--- src/rtl/sha256_msg_schedule.sv ---
// SHA-256 message schedule: loads 16 words, streams W[0..63] to the round core.
// Optional round index output enabled by defining MSG_SCHED_ROUND_IDX_EN.
module sha256_msg_schedule (
    input  logic        clock,
    input  logic        reset,
    input  logic [31:0] word_in,
    input  logic        word_in_valid,
    output logic        word_in_ready,
    output logic [31:0] w_out,
    output logic        w_out_valid,
    input  logic        w_out_ready,
`ifdef MSG_SCHED_ROUND_IDX_EN
    output logic [5:0]  round_idx,
`endif
    output logic        block_done
);

    localparam int LOAD_WORDS = 16;
    localparam int NUM_ROUNDS = 64;

    typedef enum logic {
        LOAD,
        EMIT
    } state_t;

    state_t      state_q, state_d;
    logic [3:0]  load_cnt_q, load_cnt_d;
    logic [5:0]  rnd_cnt_q, rnd_cnt_d;
    logic [31:0] win_q [LOAD_WORDS];
    logic [31:0] win_d [LOAD_WORDS];
    logic        done_q, done_d;
    logic [31:0] expand;

    function automatic logic [31:0] sig0(input logic [31:0] x);
        return {x[6:0], x[31:7]}
             ^ {x[17:0], x[31:18]}
             ^ {3'b000, x[31:3]};
    endfunction

    function automatic logic [31:0] sig1(input logic [31:0] x);
        return {x[16:0], x[31:17]}
             ^ {x[18:0], x[31:19]}
             ^ {10'd0, x[31:10]};
    endfunction

    assign expand = sig1(win_q[14]) + win_q[9]
                  + sig0(win_q[1]) + win_q[0];

    // Next-state: load words into the window, then shift/expand per emitted word
    always_comb begin
        state_d    = state_q;
        load_cnt_d = load_cnt_q;
        rnd_cnt_d  = rnd_cnt_q;
        done_d     = 1'b0;
        for (int i = 0; i < LOAD_WORDS; i++) begin
            win_d[i] = win_q[i];
        end
        unique case (state_q)
            LOAD: begin
                if (word_in_valid) begin
                    win_d[load_cnt_q] = word_in;
                    load_cnt_d        = load_cnt_q + 4'd1;
                    if (load_cnt_q == 4'(LOAD_WORDS - 1)) begin
                        state_d = EMIT;
                    end
                end
            end
            EMIT: begin
                if (w_out_ready) begin
                    for (int i = 0; i < LOAD_WORDS - 1; i++) begin
                        win_d[i] = win_q[i+1];
                    end
                    win_d[LOAD_WORDS-1] = expand;
                    rnd_cnt_d           = rnd_cnt_q + 6'd1;
                    if (rnd_cnt_q == 6'(NUM_ROUNDS - 1)) begin
                        done_d  = 1'b1;
                        state_d = LOAD;
                    end
                end
            end
            default: state_d = LOAD;
        endcase
    end

    // State registers with synchronous active-low reset
    always_ff @(posedge clock) begin
        if (!reset) begin
            state_q    <= LOAD;
            load_cnt_q <= '0;
            rnd_cnt_q  <= '0;
            done_q     <= 1'b0;
            for (int i = 0; i < LOAD_WORDS; i++) begin
                win_q[i] <= '0;
            end
        end else begin
            state_q    <= state_d;
            load_cnt_q <= load_cnt_d;
            rnd_cnt_q  <= rnd_cnt_d;
            done_q     <= done_d;
            for (int i = 0; i < LOAD_WORDS; i++) begin
                win_q[i] <= win_d[i];
            end
        end
    end

    assign word_in_ready = (state_q == LOAD);
    assign w_out_valid   = (state_q == EMIT);
    assign w_out         = win_q[0];
    assign block_done    = done_q;

`ifdef MSG_SCHED_ROUND_IDX_EN
    assign round_idx = rnd_cnt_q;
`endif

endmodule

--- config.mk ---
export PLATFORM = sky130hd
export DESIGN_NAME = sha256_msg_schedule
export DESIGN_NICKNAME = d
export VERILOG_FILES = /design/src/rtl/sha256_msg_schedule.sv
export SDC_FILE = /design/constraint.sdc
export NUM_CORES = 1
export LEC_CHECK = 0
export CAP_MARGIN = 10
export CORE_UTILIZATION = 55
export DETAILED_ROUTE_END_ITERATION = 8
export PLACE_DENSITY = 0.75
export SLEW_MARGIN = 10
export SYNTH_ARGS = -nofsm -noshare
export SYNTH_HDL_FRONTEND = slang
export SYNTH_SLANG_ARGS = --single-unit
export TNS_END_PERCENT = 20
--- constraint.sdc ---
create_clock -name clock -period 3.8 [get_ports clock]
set_input_delay 0.95 -clock clock [delete_from_list [all_inputs] [get_ports clock]]
set_output_delay 0.95 -clock clock [all_outputs]
set_load 0.03 [all_outputs]
### Yosys cells after proc, flatten, opt, wreduce, memory -nomap -nowiden

Memories as Yosys holds them, arrays and structs flattened.
Cells that the tools add are included.

| operators by class | value |
|---|---|
| add/subtract/negate cells | 5 |
| $lt $le $gt $ge | 2 |
| equality and inequality tests | 2 |
| multiplexer cells | 30 |
| bitwise gates (word level) | 22 |
| reduce and logical (&&, ||, !) cells | 4 |

Operators with widths:

| cell | number |
|---|---|
| two-way mux 512 bit | 2 |
| one-hot mux 512 bit (2 select lines) | 1 |
| two-way mux 32 bit | 17 |
| bitwise mux 512 bit | 1 |
| demux 32 bit (select 4 bit) | 1 |
| adder 32 bit | 3 |
| XOR 32 bit | 2 |
| XOR 32 x 22 -> 32 bit | 1 |
| XOR 32 x 29 -> 32 bit | 1 |
| OR 1 bit | 16 |
| two-way mux 1 bit | 7 |
| adder 6 x 1 -> 6 bit (second input constant) | 1 |
| equality test 6 bit (second input constant) | 1 |
| >= comparator 5 bit (second input constant) | 1 |
| < comparator 5 x 1 -> 1 bit (second input constant) | 1 |
| inverter 4 -> 5 bit | 1 |
| adder 4 x 1 -> 4 bit (second input constant) | 1 |
| equality test 4 bit (second input constant) | 1 |
| AND reduction 2 bit | 2 |
| AND reduction 3 bit | 1 |
| one-hot mux 1 bit (2 select lines) | 1 |
| logical AND 1 bit | 1 |
| inverter 1 bit | 1 |

| word-level totals | value |
|---|---|
| register bits after elaboration | 12 |
| memory bits (writable) | 512 |
| bits of input ports | 36 |
| output and inout port bits | 35 |
| logic and storage cells | 70 |
| memories | 1 |

Memories:

| name | depth | bits a word | rd ports | clocked after Yosys merged registers in | wr ports | line | source |
|---|---|---|---|---|---|---|---|
| win_q | 16 | 32 | 16 | 0 | 16 | 29 | `logic [31:0] win_q [LOAD_WORDS];` |

### Longest topological paths before layout

| logic depth | value |
|---|---|
| word-level depth | 9 |
| gate-level depth with buffers | 15 |

### Least setup slack after synthesis

Ideal clock, no wire load.

| path | value |
|---|---|
| kind | flip-flop to flip-flop |
| start | mem win_q[1][19], in the netlist win_q[0][51] |
| end | mem win_q[15][21], in the netlist win_q[1][245] |
| library setup time | 0.103 ns |
| arrival time | 3.840 ns |
| required time | 3.697 ns |
| slack | -0.143 ns |
| cell stages (with the launch flop) | 14 |
| buffers on the path | 1 |
| period minus slack after synthesis | 3.943 ns |
| cells stage by stage | dfxtp_1 > clkbuf_1 > xnor2_1 > xnor2_1 > fa_1 > fa_1 > ha_1 > fa_1 > a21o_1 > a221o_2 > a221oi_4 > a21oi_2 > xnor2_1 > a2111oi_2 |

RTL lines:

| element | line |
|---|---|
| from (decl) | 29 |

==> results.txt <==
----------------------------------------------------
[Outcome]
  Outcome ... finished, violations left
  Violations in the final reports ... setup timing

[Finish]
  Post-synthesis to final-layout area growth ... 13.9%
  Non-Filler Cell Area, Final ... 30900 um2
  Fraction of layout instances using a drive strength above 1 ... 0.127
  Seq. cell area ... 10500 um2
  Antenna Diode Count ... 0
  Area of the multi-input gates ... 14700 um2
  # nets final ... 3274
  Number of fill cells in the layout ... 4218

[Worst hold path]
  Worst min path class ... reg2reg

[Power and ir drop]
  Leakage Power ... 10.7 nW
  Combinational cell fraction of total power ... 0.162
  Sequential Power Share ... 0.420
  Pwr Density ... 437 nW/um2
  Overall power ... 13.5 mW
  Share of total power in the clock network ... 0.417
  Internal power contribution ... 9.68 mW
  Peak supply drop ... 0.000384 V
  Switching fraction of total power ... 0.284
  Switching pwr ... 3.84 mW

[Place]
  Area post-placement ... 28800 um2
  Number of port buffers ... 70
  Setup Slack @ Placement ... -0.171 ns
  Placer congestion estimate ... 1.03
  HPWL Detailed ... 66400 um

[Global routing]
  Overall global routing resource usage ... 0.383
  Wire length of the first global-routing pass ... 148000 um
  Initial antenna violation count ... 1
  Leftover overflow at the end of global routing ... 0
  Largest net degree at the start of global routing ... 232
  Via count of the first global-routing pass ... 24200

[Die]
  Cell Rows ... 81
  Ports placed on the boundary ... 71
  Initial standard-cell utilization of the core ... 0.556
  Die Ht ... 224 um
  Area enclosed by the die boundary ... 50300 um2
  Area of the core ... 48800 um2
  Die Span X ... 224 um

[STA]
  Highest clock frequency the design can meet ... 0.260 GHz
  Worst-Margin Slew ... 1.32 ns
  Total of endpoints with negative setup slack in the final report ... 4
  Share of the cycle needed by the critical path after routing ... 1.01
  Max-slew violations ... 0
  Worst setup slack after layout ... -0.0499 ns
  Final critical-path required period ... 3.85 ns
  Max-slew headroom ... 0.118
  Worst clock skew ... 0.0374 ns
  Setup repair after global routing missed its margin ... true
  Final number of hold-violating endpoints ... 0

[Clock tree]
  CTS sink count ... 524
  Clock-pin transition on the worst setup and hold timing paths ... 0.07 ns
  Number of H-tree branching levels ... 2
  Clock buffers created by TritonCTS ... 54
  Number of buffers on the longest clock path ... 3
  Root Driver ... clkbuf_16
  Clk_lat worst skew ... 0.64 ns
  TritonCTS clock tree ... done

[Synthesis]
  Number of flip-flops and latches in the synthesized netlist ... 524
  Synthesized netlist net count ... 3350
  Fraction of the mapped netlist area in compound gates ... 0.268
  Count of flip-flops with a built-in enable after synthesis ... 0
  Most frequent cell after synthesis ... dfxtp_1
  Post-synthesis share of cell area spent on xor and xnor gates ... 0.0445
  Share of synthesized registers carrying an async set or reset ... 0
  Synth area leaders ... dfxtp_1 (39%), a211oi_1 (7.9%), a221oi_1 (7.6%)
  Number of unique standard cell types used by synthesis ... 71
  Synth Area in Adders ... 0.0623
  Synthesized-area fraction occupied by and/or/nand/nor cells ... 0.154
  Main combinational cell family by area after synthesis ... compound AO/OA/AOI/OAI gates
  Share of the synthesized area in the top cell type ... 0.386
  Mux cell area share after synthesis ... 0.000369
  Synth top cells by count ... dfxtp_1 (524), nor2_1 (510), clkbuf_1 (317), a211oi_1 (284), a22oi_1 (256)
  Netlist area before placement ... 27200 um2
  Post-synth top area cell ... dfxtp_1
  Mean Syn Cell Area ... 8.44 um2
  Post-Synthesis Cells ... 3216
  Most common flop cell mapped by yosys ... dfxtp_1
  Synth warn ... 0
  Part of the Yosys area used for sequential elements ... 0.386

[Critical path]
  Top cell family by delay on the critical path ... compound AO/OA/AOI/OAI gates
  Slowest CP cell ... a221o_2
  Kind of capture point of the worst setup path ... flip-flop
  Critical path's largest stage delay ... 0.48 ns
  Buffers plus inverters on the worst setup path ... 2
  Worst EP arrival ... 4.37 ns
  Maximum fanout count along the critical path ... 4
  Kind of start point of the critical path ... flip-flop
  Required time of the critical path ... 4.32 ns
  Start-to-end type of the worst setup path ... reg2reg
  CP Cell Sequence ... buf_4, xnor2_1, buf_4, fa_1, fa_1, ha_1, a21o_1, a221o_2, a221oi_4, a21oi_4, xnor2_1, a2111oi_2

[Route]
  Uppermost layer routed ... met5
  Number of routed nets with antenna violations ... 0
  Total met3 wirelength after detailed routing ... 9340 um
  Final routed DRC violation total ... 0
  Total number of vias ... 25800
  Per-cell via count in the routed design ... 6.69
  Length of the first detailed-routing pass in iterations ... 6
  DRT iter0 DRCs ... 3299
  Routed wire per std cell ... 25.4 um
  Met2 wire length ... 42600 um
  Routed length on met1 ... 39500 um
  Wirelength, routed ... 97800 um

[Job]
  Number of max-capacitance violations reported ... 0

----------------------------------------------------
[cell type report]
cell class | count | area share
clock inverters | 20 | 0.00853
well taps | 664 | 0.0269
clock buffers | 80 | 0.0518
repair buffers | 289 | 0.0812
inverters | 137 | 0.0169
multi-input cells | 2134 | 0.475
flip-flops and latches | 524 | 0.340
[routing by layer]
layer	global-route usage	vias up
li1	-	11500
met4	0.222	2
met5	0	-
met3	0.0711	316
met1	0.516	12500
met2	0.577	1449
[final timing paths]
| kind | from | end | slack (ns) | cells past startpoint |
|---|---|---|---|---|
| worst max-delay path | win_q[0][40] | win_q[1][245] | -0.05 | 12 |
| worst min-delay path | rnd_cnt_q[5] | block_done | 0.48 | 2 |
| worst max register to register | win_q[0][40] | win_q[1][245] | -0.05 | 12 |
| worst min register to register | rnd_cnt_q[5] | block_done | 0.48 | 2 |
[worst register-to-register path, stage by stage, from the launching register on]
cell and delay [ns]:
dfxtp_1 0.33, buf_4 0.16, xnor2_1 0.20, buf_4 0.16, fa_1 0.44, fa_1 0.45
ha_1 0.33, a21o_1 0.23, a221o_2 0.49, a221oi_4 0.36, a21oi_4 0.14, xnor2_1 0.16
a2111oi_2 0.28
[per-stage QoR]
stage | TNS [ns] | hold WS (ns) | utilization | cells
after floorplan | 0 | 0.446 | - | 3216
after detailed placement | -0.502 | 0.473 | 0.589 | 3742
after CTS | -0.0337 | 0.479 | 0.629 | 3844
after global routing | -1.47 | 0.509 | 0.633 | 3848
final | -0.101 | 0.477 | 0.633 | 3848
after global placement | -0.406 | 0.459 | 0.589 | 3742
[cells by family after synthesis]
family          Yosys count
mux                       1
flops                   524
xor+xnor                138
fa+ha+maj                98
compound gates          943
buf+inv                 558
simple gates            954
[power groups by stage]
stage          registers, mW  clock network, mW  logic (mW)
4_1_cts                 5.67               5.66        2.09
2_1_floorplan           5.74                  0        1.30
3_3_place_gp            5.79                  0        2.04
3_5_place_dp            5.80                  0        2.07
6_report                5.68               5.64        2.19
5_1_grt                 5.68               5.89        2.33
[sequential cells by signal, summed over array words and instances (netlist names)]
signal       flops
block_done       1
win_q          512
rnd_cnt_q        6
load_cnt_q       4
w_out_valid      1
[layout by cell type (no fill, tap or decap), types with 17 or more instances in the layout]
cell type | netlist | routed
a221oi_1 | 235 | 235
a22oi_1 | 256 | 256
nand2_1 | 87 | 79
buf_4 | 33 | 205
nand3_1 | 26 | 26
xnor2_1 | 116 | 99
clkdlybuf4s50_1 | 0 | 70
nor2b_1 | 36 | 26
xor2_1 | 22 | 21
dfxtp_1 | 524 | 510
nor3_1 | 227 | 225
clkbuf_16 | 0 | 57
o21ai_0 | 33 | 32
nor2_1 | 510 | 510
ha_1 | 36 | 30
a21oi_1 | 54 | 42
a211oi_1 | 284 | 283
inv_1 | 135 | 134
fa_1 | 62 | 61
xnor2_2 | 0 | 17
[what timing repair did]
action	in CTS	in global routing
cloned	0	0
endpoints found under the setup margin	9	20
hold buffers	0	0
setup buffers	2	3
pin swaps	10	2
resized for setup	13	38
Note: power is estimated with default switching activity, not from simulation.
